==> config.mk <==
export PLATFORM = sky130hd
export DESIGN_NAME = ac97_link_receiver
export DESIGN_NICKNAME = d
export VERILOG_FILES = /design/src/rtl/ac97_link_receiver.sv
export SDC_FILE = /design/constraint.sdc
export NUM_CORES = 1
export LEC_CHECK = 0
export ABC_AREA = 1
export ABC_CLOCK_PERIOD_IN_PS = 2400
export BUFFER_PORTS_ARGS = -buffer_cell sky130_fd_sc_hd__clkbuf_2
export CORE_MARGIN = 2
export CORE_UTILIZATION = 40
export CTS_CLUSTER_DIAMETER = 60
export DETAILED_ROUTE_END_ITERATION = 8
export HOLD_SLACK_MARGIN = 0.08
export SYNTH_ARGS = -nofsm -noshare
export SYNTH_HDL_FRONTEND = slang
export SYNTH_SLANG_ARGS = --single-unit
==> constraint.sdc <==
create_clock -name clk -period 2.4 [get_ports clk]
set_clock_uncertainty 0.05 [all_clocks]
set_input_delay 0.48 -clock clk [delete_from_list [all_inputs] [get_ports clk]]
set_output_delay 0.48 -clock clk [all_outputs]
set_load 0.03 [all_outputs]
==> src/rtl/ac97_link_receiver.sv <==
// AC-link receive deserializer: frames codec SDATA_IN on ac97_sync rises and publishes the slot 0 tag,
// the status read-back and the PCM capture. Define AC97_RX_FRAME_STATS_EN to add frame/error counters.
module ac97_link_receiver #(
  parameter int BIT0_DELAY = 1,
  parameter int PCM_WIDTH  = 16
) (
  input  logic                 clk,
  input  logic                 reset_b,
  input  logic                 ac97_sync,
  input  logic                 ac97_sdata_in,
  output logic                 codec_ready,
  output logic [11:0]          slot_tags,
  output logic [6:0]           status_addr,
  output logic [15:0]          status_data,
  output logic                 status_valid,
  output logic [PCM_WIDTH-1:0] pcm_left,
  output logic [PCM_WIDTH-1:0] pcm_right,
  output logic                 pcm_valid,
`ifdef AC97_RX_FRAME_STATS_EN
  output logic [15:0]          frame_count,
  output logic [7:0]           error_count,
`endif
  output logic                 frame_error
);

  typedef enum logic [1:0] {HUNT, ALIGN, SLOT0, DATA} state_t;

  state_t                 r_state;
  logic                   r_sync_d;
  logic [7:0]             r_bit_cnt;
  logic [18:0]            r_shift;
  logic [6:0]             r_addr_hold;
  logic [PCM_WIDTH-1:0]   r_left_hold;

  logic                   w_sync_rise;
  logic                   w_sample;
  logic [19:0]            w_slot;
  logic                   w_unused;

  // w_slot is the 20 most recent bits including the one being sampled this edge.
  assign w_slot   = {r_shift, ac97_sdata_in};
  assign w_unused = ^w_slot[2:0];

  always_comb begin
    w_sync_rise = ac97_sync & ~r_sync_d;
    w_sample    = 1'b0;
    if (w_sync_rise)
      w_sample = (BIT0_DELAY == 0);
    else if (r_state == ALIGN)
      w_sample = (r_bit_cnt == 8'(BIT0_DELAY));
    else if (r_state == SLOT0 || r_state == DATA)
      w_sample = 1'b1;
  end

  always_ff @(posedge clk or negedge reset_b) begin
    if (!reset_b) begin
      r_state      <= HUNT;
      r_sync_d     <= 1'b0;
      r_bit_cnt    <= '0;
      r_shift      <= '0;
      r_addr_hold  <= '0;
      r_left_hold  <= '0;
      codec_ready  <= 1'b0;
      slot_tags    <= '0;
      status_addr  <= '0;
      status_data  <= '0;
      status_valid <= 1'b0;
      pcm_left     <= '0;
      pcm_right    <= '0;
      pcm_valid    <= 1'b0;
      frame_error  <= 1'b0;
`ifdef AC97_RX_FRAME_STATS_EN
      frame_count  <= '0;
      error_count  <= '0;
`endif
    end else begin
      r_sync_d     <= ac97_sync;
      status_valid <= 1'b0;
      pcm_valid    <= 1'b0;
      frame_error  <= 1'b0;
      if (w_sample)
        r_shift <= w_slot[18:0];

      // A sync rise always restarts framing; outside HUNT it also kills the current frame.
      if (w_sync_rise) begin
        r_bit_cnt <= 8'd1;
        r_state   <= (BIT0_DELAY == 0) ? SLOT0 : ALIGN;
        if (r_state != HUNT) begin
          frame_error <= 1'b1;
`ifdef AC97_RX_FRAME_STATS_EN
          if (error_count != 8'hFF)
            error_count <= error_count + 8'd1;
`endif
        end
      end else begin
        case (r_state)
          HUNT: ;
          ALIGN: begin
            if (w_sample) begin
              r_state   <= SLOT0;
              r_bit_cnt <= 8'd1;
            end else begin
              r_bit_cnt <= r_bit_cnt + 8'd1;
            end
          end
          SLOT0: begin
            r_bit_cnt <= r_bit_cnt + 8'd1;
            if (r_bit_cnt == 8'd15) begin
              codec_ready <= w_slot[15];
              slot_tags   <= w_slot[14:3];
              r_state     <= DATA;
            end
          end
          DATA: begin
            r_bit_cnt <= r_bit_cnt + 8'd1;
            case (r_bit_cnt)
              8'd35: r_addr_hold <= w_slot[18:12];
              8'd55: begin
                if (codec_ready && slot_tags[11] && slot_tags[10]) begin
                  status_addr  <= r_addr_hold;
                  status_data  <= w_slot[19:4];
                  status_valid <= 1'b1;
                end
              end
              8'd75: r_left_hold <= w_slot[19 -: PCM_WIDTH];
              8'd95: begin
                if (codec_ready) begin
                  if (slot_tags[9])
                    pcm_left <= r_left_hold;
                  if (slot_tags[8])
                    pcm_right <= w_slot[19 -: PCM_WIDTH];
                  pcm_valid <= slot_tags[9] | slot_tags[8];
                end
              end
              8'd255: begin
                r_state   <= HUNT;
                r_bit_cnt <= '0;
`ifdef AC97_RX_FRAME_STATS_EN
                frame_count <= frame_count + 16'd1;
`endif
              end
              default: ;
            endcase
          end
          default: r_state <= HUNT;
        endcase
      end
    end
  end

endmodule

---- Yosys cells after proc, flatten, opt, wreduce, memory -nomap -nowiden ----
Index checks and enable logic that the tools add are counted.
storage, ports and cells
  RAM bits ................................ 0
  output and inout port bits .............. 71
  word-level logic and storage cells ...... 67
  bits in latches ......................... 0
  input port bits ......................... 4
  memories ................................ 0
  register bits after elaboration ......... 124
  memory bits (read-only) ................. 0
operators by class
  equal/unequal tests ..................... 13
  shift operators ......................... 0
  mux-type cells .......................... 22
  div/mod/pow operators ................... 0
  bitwise operators ....................... 4
  $add $sub $neg .......................... 1
  reduce and logical (&&, ||, !) cells .... 12
  multiply operators ...................... 0
  $lt $le $gt $ge ......................... 0
operators with widths
  cell                                                                     number
  8-bit 2-to-1 mux                                                         3
  8-bit one-hot mux with 3 select lines                                    1
  8-bit by 6-bit equality test with 1-bit output, second input constant    2
  8-bit by 7-bit equality test with 1-bit output, second input constant    2
  1-bit 2-to-1 mux                                                         13
  5-bit AND reduction                                                      2
  3-bit AND reduction                                                      3
  8-bit by 1-bit adder with 8-bit output, second input constant            1
  8-bit by 1-bit equality test with 1-bit output, second input constant    1
  8-bit by 4-bit equality test with 1-bit output, second input constant    1
  8-bit equality test, second input constant                               1
  2-bit 2-to-1 mux                                                         4
  4-bit AND reduction                                                      2
  3-bit by 2-bit inequality test with 1-bit output, second input constant  2
  2-bit one-hot mux with 3 select lines                                    1
  2-bit equality test, second input constant                               2
  4-bit nonzero test                                                       1
  3-bit inequality test, second input constant                             1
  2-bit by 1-bit equality test with 1-bit output, second input constant    1
  1-bit logical AND                                                        2
  1-bit NOT                                                                2
  2-bit nonzero test                                                       1
  1-bit AND                                                                1
  1-bit logical OR                                                         1
  1-bit bitwise OR                                                         1

---- Depth between registers and ports, before layout ----
Gate-level depths: netlist of the first run.
  depth in word-level cells ............... 8
  mapped depth ............................ 10
  depth with buffers taken out ............ 9

---- Worst setup path after synthesis of the first run ----
OpenSTA, ideal clock, no wires.
  kind .................................... flip-flop to flip-flop
  start ................................... register r_bit_cnt[0]
  end ..................................... register pcm_right[13]
  period minus slack after synthesis ...... 1.630 ns
  path buffers ............................ 1
  library setup time ...................... 0.119 ns
  required time ........................... 2.231 ns
  cell stages (with the launch flop) ...... 8
  setup slack ............................. 0.770 ns
  arrival ................................. 1.461 ns
  cells stage by stage .................... dfrtp_1 ha_1 nand4_2 nor3_4 nand2_4 buf_6 nand2_1 o21ai_2
on the way
  longest elaborated chain between the ends .. 2
RTL lines
  element                                         RTL line  RTL
  start: declaration                              30        logic [7:0] r_bit_cnt;
  start signal: assignment                        103       r_bit_cnt <= r_bit_cnt + 8'd1;
  start signal: assignment                        107       r_bit_cnt <= r_bit_cnt + 8'd1;
  start signal: assignment                        115       r_bit_cnt <= r_bit_cnt + 8'd1;
  8-bit by 7-bit equality test with 1-bit output  116       case (r_bit_cnt)
  5-bit AND reduction (no line)                   n/a
  end signal: assignment                          131       pcm_right <= w_slot[19 -: PCM_WIDTH];
  end: declaration                                17        output logic [PCM_WIDTH-1:0] pcm_right,
Every way passes these cells.
A chain may end at the register's enable or synchronous reset.

---- Final worst setup path of the first run ----
  start ................................... register r_bit_cnt[4]
  end ..................................... register r_shift[8]
on the way
  longest elaborated chain between the ends .. 3
RTL lines
  element                                         RTL line  RTL
  8-bit by 1-bit equality test with 1-bit output  50        w_sample = (r_bit_cnt == 8'(BIT0_DELAY));
  1-bit 2-to-1 mux                                49        else if (r_state == ALIGN)
  1-bit 2-to-1 mux                                47        if (w_sync_rise)
  end signal: assignment                          82        r_shift <= w_slot[18:0];
  end: declaration                                31        logic [18:0] r_shift;
Every way passes these cells.

==> summary.md, run 1 <==
| Metric | Value |
|---|---|
| Largest net degree at the start of global routing | 49 |
| Worst vdd ir | ~0.00047 V |
| Bufs and invs on worst path | 1 |
| Die Area | 13500 um^2 |
| DRT Wirelength | 11300 um |
| Seq/Total Area, Yosys | 0.618 |
| Synth Area per Inst | 9.38 um^2 |
| Tcrit/Tclk final | 0.778 |
| Reg-to-Reg End | r_shift[8]$_DFFE_PN0P_ |
| Worst Hold Class | in2reg |
| Fin crit period | 1870 ps |
| Cells on Worst Hold Path | 1 |
| Slew @ Worst Pin | between 500 and 600 ps |
| # rows | 40 |
| Hold Path Origin | ac97_sync |
| Core area | 12100 um^2 |
| Crit path DAT | 2090 ps |
| Critical R2R Launch | r_bit_cnt[4]$_DFFE_PN0N_ |
| Syn Nets | around 540 |
| Synthesis-stage register bit count | 124 |
| Routed vias | 3840 |
| Worst path slowest cell | dfrtp_1 |
| Status | finished clean |
| Distinct cells, synth | 26 |
| Diodes inserted | 0 |
| Post-DRT Antenna Nets | 0 |
| Max Clock Freq | 536 MHz |
| 1st-pass router iterations | 5 |
| Clock buffer depth | 2 |
| TritonCTS Buffers | 17 |
| Worst Setup End Kind | flop |
| H-tree level count | 4 |
| Clk_lat worst skew | 420 ps |
| Number of global-route vias before repair | 3646 |
| CP most frequent cell | nand2_1 |
| Root Buffer | clkbuf_16 |
| Initial antenna violation count | 0 |
| Clk sinks | 124 |
| Via density | around 4.8 |
| Syn Inst Count | about 540 |
| Yosys warns | 0 |
| RSZ-0062 raised after global routing | false |
| Final Core Density | 0.511 |
| Setup ws final | 533 ps |
| Lkg Pwr | ~3.2 nW |
| Placed cell count | 764 |
| Worst Path Max Fanout | 36 |
| Resize count post-CTS | 0 |
| Reg2reg path depth | 8 |
| Crit Path Class | reg2reg |
| PortBufs | 74 |
| Endpoints failing setup | 0 |
| Post-DP HPWL | between 7000 and 8000 um |
| GRT Util Overall | 0.184 |
| Share of layout cells above drive strength 1 | 0.219 |
| WHS Endpoint | r_sync_d$_DFF_PN0_ |
| Nets | 623 |
| TNS Setup | 0 ps |
| Die Y | 116 um |
| Final Max Slew Viols | 0 |
| Critical path's top delay family | simple AND/OR/NAND/NOR gates |
| IO Count | 75 |
| WL per Instance | 14.2 um |
| Clk slew on worst S/H paths | 60 ps |
| Crit path cell chain | inv_1 -> nand2_1 -> nor2_1 -> nand2_1 -> nand2_1 -> nand2_2 -> nand2_1 -> o21ai_0 |
| Layout area overhead | 23.3% |
| CTS tree | yes |
| First-pass GRT wire length | 18800 um |
| Crit path launch type | flop |
| Place WS | between 400 and 500 ps |
| Req. time, crit path | 2620 ps |
| Non-filler cells in the finished layout | 797 |
| DR DRC count | 0 |
| Final Hold Vio Count | 0 |
| Flop2flop setup slack | 530 ps |
| DR iter-0 viols | 274 |
| Rel. slew slack | 0.643 |
| Max incr delay on CP | 460 ps |
| Grt total ovfl | 0 |
| Mapped Area | 5020 um^2 |
| PnR Total Power | about 6.1 mW |
| Initial Utilization | 0.414 |
| Gpl congestion | about 0.9 |
| Total power per unit cell area | 983 nW/um^2 |
| Die width | 116 um |
| Max-cap violations | 0 |
==> layout make-up <==
type	count	area, um^2
Fill cell	1163	5930
Multi-Input combinational cell	353	1640
Inverter	38	143
Sequential cell	124	3100
Tap cell	168	210
Timing Repair Buffer	82	460
Clock inverter	14	193
Clock buffer	18	439
==> kinds of logic after synthesis <==
kind of cell	count (synthesis)	synth area share
compound gates	93	0.106
xor+xnor	1	0.00175
simple gates	256	0.211
fa+ha+maj	3	0.00748
buf+inv	58	0.0553
flops	124	0.618
==> timing repair <==
item | 4_1_cts | 5_1_grt
buffers inserted | 0 | 0
endpoints found under the hold margin | 36 | 0
hold buffers | 1 | 0
==> cell usage after synthesis <==
cell type / number / area [um^2]
nor2_2: 1 / 6.26
o21bai_1: 1 / 7.51
nand3_1: 33 / 165
o21ai_2: 16 / 140
buf_4: 3 / 22.5
inv_1: 36 / 135
nor2_1: 19 / 71.3
o21a_1: 1 / 7.51
nand4_1: 3 / 18.8
clkbuf_1: 8 / 30.0
o21ai_0: 73 / 365
inv_2: 2 / 7.51
ha_1: 3 / 37.5
o22ai_1: 1 / 6.26
nand2_4: 2 / 22.5
nor3_1: 2 / 10.0
buf_2: 3 / 15.0
nand4_2: 1 / 12.5
buf_6: 6 / 67.6
a21oi_1: 1 / 5.00
nand3b_1: 1 / 7.51
dfrtp_1: 124 / 3100
xor2_1: 1 / 8.76
nand2_2: 2 / 12.5
nor3_4: 1 / 16.3
nand2_1: 191 / 717
==> sequential cells by signal, indices dropped and copies added (netlist names), 2 cells and up <==
| register | count |
|---|---|
| r_left_hold | 16 |
| r_bit_cnt | 8 |
| status_addr | 7 |
| status_data | 16 |
| r_state | 2 |
| r_addr_hold | 7 |
| pcm_left | 16 |
| pcm_right | 16 |
| r_shift | 19 |
| slot_tags | 12 |
==> metal layers <==
layer / share of wire / global-route usage / routed length, um
met1: 0.50 / 0.270 / 5610
met2: 0.44 / 0.265 / 4950
met3: 0.048 / 0.0450 / 547
met4: 0.017 / 0.0690 / 195
met5: 0 / 0 / 0
==> cell usage in the layout (no fill, tap or decap), types with 2 or more instances in the layout <==
cell type / count
inv_1: 36
nand4_1: 3
buf_12: 2
bufinv_16: 4
clkinvlp_4: 3
nor3_1: 2
inv_2: 2
nand2_2: 2
nand3_1: 33
o21ai_0: 73
clkbuf_2: 73
clkbuf_16: 17
nand2_1: 191
ha_1: 3
o21ai_2: 16
nand2_4: 2
clkinv_2: 3
dfrtp_1: 124
nor2_1: 19
buf_4: 6
clkinv_4: 3
==> metrics by stage <==
step | area, um^2 | hold WS (ps)
finish | 6190 | 132
floorplan | 5020 | 134
CTS | 6190 | 121
global route | 6190 | 127
detailed placement | 5540 | 410
global placement | 5540 | 404
==> power breakdown <==
part	leakage (nW)	internal [mW]	switching [mW]
sequential	1.70	2.30	0.144
combinational	1.22	0.240	0.694
clock	0.302	1.76	0.946
==> worst max path at each step <==
stage,from,to,cells after the start
final,r_bit_cnt[4]$_DFFE_PN0N_,r_shift[8]$_DFFE_PN0P_,8
after global routing,r_bit_cnt[4]$_DFFE_PN0N_,r_shift[8]$_DFFE_PN0P_,8
after CTS,r_bit_cnt[5]$_DFFE_PN0N_,r_shift[8]$_DFFE_PN0P_,8
after detailed placement,ac97_sync,pcm_right[3]$_DFFE_PN0P_,7
after global placement,ac97_sync,pcm_right[9]$_DFFE_PN0P_,7
after floorplan,r_bit_cnt[0]$_DFFE_PN0N_,pcm_right[13]$_DFFE_PN0P_,7
(Power assumes the default switching activity.)
==> run 2, diff against run 1 <==
ABC_CLOCK_PERIOD_IN_PS = 1780   (was 2400)
clock period = 1.78 ns   (was 2.4 ns; I/O delays follow)
==> run 2 against run 1 <==
  * Worst hold slack better by 16 ps
  * Die area stayed put
  * Sequential share of layout area shrank 0.90 points
  * Cell area grew 1.9%
  * Maximum frequency is 12% higher
  * Count of clock-buffer cells in the layout up 3
  * Clock power grew 24%
  * Sequential power rose by 35%
  * Combinational power increased by 46%
  * Global-route usage down 0.23 points
==> summary.md, run 2 (synthesis results as in run 1) <==
| Metric | Value |
|---|---|
| Max-cap violations | 0 |
| Routed vias | 3905 |
| RSZ-0062 raised after global routing | false |
| CP most frequent cell | nand2_1 |
| Endpoints failing setup | 0 |
| CTS tree | yes |
| DRT Wirelength | 11600 um |
| Fin crit period | 1670 ps |
| Clk sinks | 124 |
| Worst path slowest cell | dfrtp_1 |
| Diodes inserted | 0 |
| Tcrit/Tclk final | 0.941 |
| Die Y | 116 um |
| Switching share of power | 0.298 |
| Crit path cell chain | inv_1 -> nand2_1 -> nor2_1 -> nand2_1 -> nand2_1 -> nand2_2 -> buf_12 -> nand2_1 -> o21ai_0 |
| TNS Setup | 0 ps |
| Max Clock Freq | around 600 MHz |
| Sequential share of power | 0.412 |
| Initial antenna violation count | 0 |
| DR iter-0 viols | 239 |
| Max reg flops | 19 |
| Bufs and invs on worst path | 2 |
| Gpl congestion | 0.841 |
| Crit path launch type | flop |
| Root Buffer | clkbuf_16 |
| Share of layout cells above drive strength 1 | 0.238 |
| Post-DP HPWL | around 8000 um |
| Critical path's top delay family | simple AND/OR/NAND/NOR gates |
| Final Core Density | 0.520 |
| Post-DRT Antenna Nets | 0 |
| First-pass GRT wire length | 18700 um |
| Worst vdd ir | around 0.00062 V |
| Die width | 116 um |
| Most common cell after layout, fill and taps aside | nand2_1 |
| Via density | 4.82 |
| DR DRC count | 0 |
| PnR Total Power | 8.01 mW |
| Max incr delay on CP | 430 ps |
| TritonCTS Buffers | 17 |
| Clk slew on worst S/H paths | approximately 60 ps |
| WHS | roughly 150 ps |
| PortBufs | 74 |
| WL per Instance | 14.3 um |
| Final Max Slew Viols | 0 |
| Die Area | ~13000 um^2 |
| Initial Utilization | 0.414 |
| NetSw | between 2 and 2.5 mW |
| Number of global-route vias before repair | 3626 |
| Most frequent cells in the layout | nand2_1 (190), dfrtp_1 (123), o21ai_0 (73), clkbuf_2 (73), inv_1 (35) |
| 1st-pass router iterations | 4 |
| Core area | 12100 um^2 |
| Design internal power | 5.62 mW |
| Most flop-heavy register | r_shift |
| Crit path DAT | 1900 ps |
| Lkg Pwr | approximately 3.3 nW |
| Slew @ Worst Pin | 349 ps |
| Grt total ovfl | 0 |
| # rows | 40 |
| Status | finished clean |
| Nets | 637 |
| Layout area overhead | 25.6% |
| Clk network pwr share | 0.419 |
| Logic pwr share | 0.169 |
| Worst Setup End Kind | flop |
| Rel. slew slack | 0.767 |
| IO Count | 75 |
| Final Hold Vio Count | 0 |
| Worst Hold Class | in2reg |
| Clk_lat worst skew | 410 ps |
| Largest net degree at the start of global routing | a little over 40 |
| Crit Path Class | reg2reg |
| H-tree level count | 4 |
| Req. time, crit path | approximately 2000 ps |
| Total power per unit cell area | 1270 nW/um^2 |
| Clock buffer depth | 2 |
| Worst Path Max Fanout | 36 |
| GRT Util Overall | 0.182 |
-- run 2: changes by cell type in the layout (fill, tap and decap cells not counted), sizes merged --
cell | previous run | this run
buf | 8 | 20
clkbuf | 91 | 94
bufinv | 4 | 2
clkinv | 6 | 5
clkinvlp | 3 | 2
dlygate4sd3 | 1 | 2
nand2 | 195 | 196
-- run 2: per-stage QoR --
step	setup WS (ps)	cell area, um^2	cells
after floorplan	150	5020	535
after global placement	102	5640	774
after detailed placement	50.3	5640	774
after CTS	42.4	6240	807
after global routing	7.25	6300	810
final	105	6300	810
-- run 2: final cells by class --
type | count | area, um^2
clock buffer | 21 | 460
clock inverter | 10 | 116
timing repair buffer | 95 | 586
multi-input combinational | 354 | 1680
fill | 1146 | 5810
inverter | 38 | 145
tap | 168 | 210
sequential | 124 | 3100
-- run 2: path summary, 6_finish.rpt --
path / startpoint / endpoint / slack (ps) / cells after the start
max: r_bit_cnt[5]$_DFFE_PN0N_ / r_shift[11]$_DFFE_PN0P_ / 110 / 9
min: ac97_sdata_in / r_shift[0]$_DFFE_PN0P_ / 150 / 3
max reg2reg: r_bit_cnt[5]$_DFFE_PN0N_ / r_shift[11]$_DFFE_PN0P_ / 110 / 9
min reg2reg: pcm_left[6]$_DFFE_PN0P_ / pcm_left[6]$_DFFE_PN0P_ / 420 / 2
max in group asynchronous: reset_b / pcm_right[11]$_DFFE_PN0P_ / 810 / 3
min in group asynchronous: reset_b / r_shift[0]$_DFFE_PN0P_ / 330 / 2
-- run 2: tightest hold or removal path: stages --
cell and delay, ps:
clkbuf_2 90, nand3_1 80, nand2_1 50
-- run 2: repair_timing --
action,4_1_cts,5_1_grt
setup buffers,0,2
hold buffers,2,0
endpoints found under the hold margin,19,0
resized for setup,0,9
endpoints found under the setup margin,0,61
-- run 2: power groups by stage --
stage | clock (mW) | sequential [mW] | combinational (mW)
after global routing | 3.56 | 3.33 | 1.55
after floorplan | 0 | 3.34 | 0.862
after CTS | 3.41 | 3.29 | 1.36
after detailed placement | 0 | 3.34 | 1.34
final | 3.35 | 3.30 | 1.36
after global placement | 0 | 3.32 | 1.31
-- run 2: per-layer routing --
metal  vias up  track usage  wire (um)
met2       109        0.255       5040
met3        26       0.0439        681
met5         -            0          0
li1       1917            -          -
met1      1853        0.267       5560
met4         0       0.0833        274
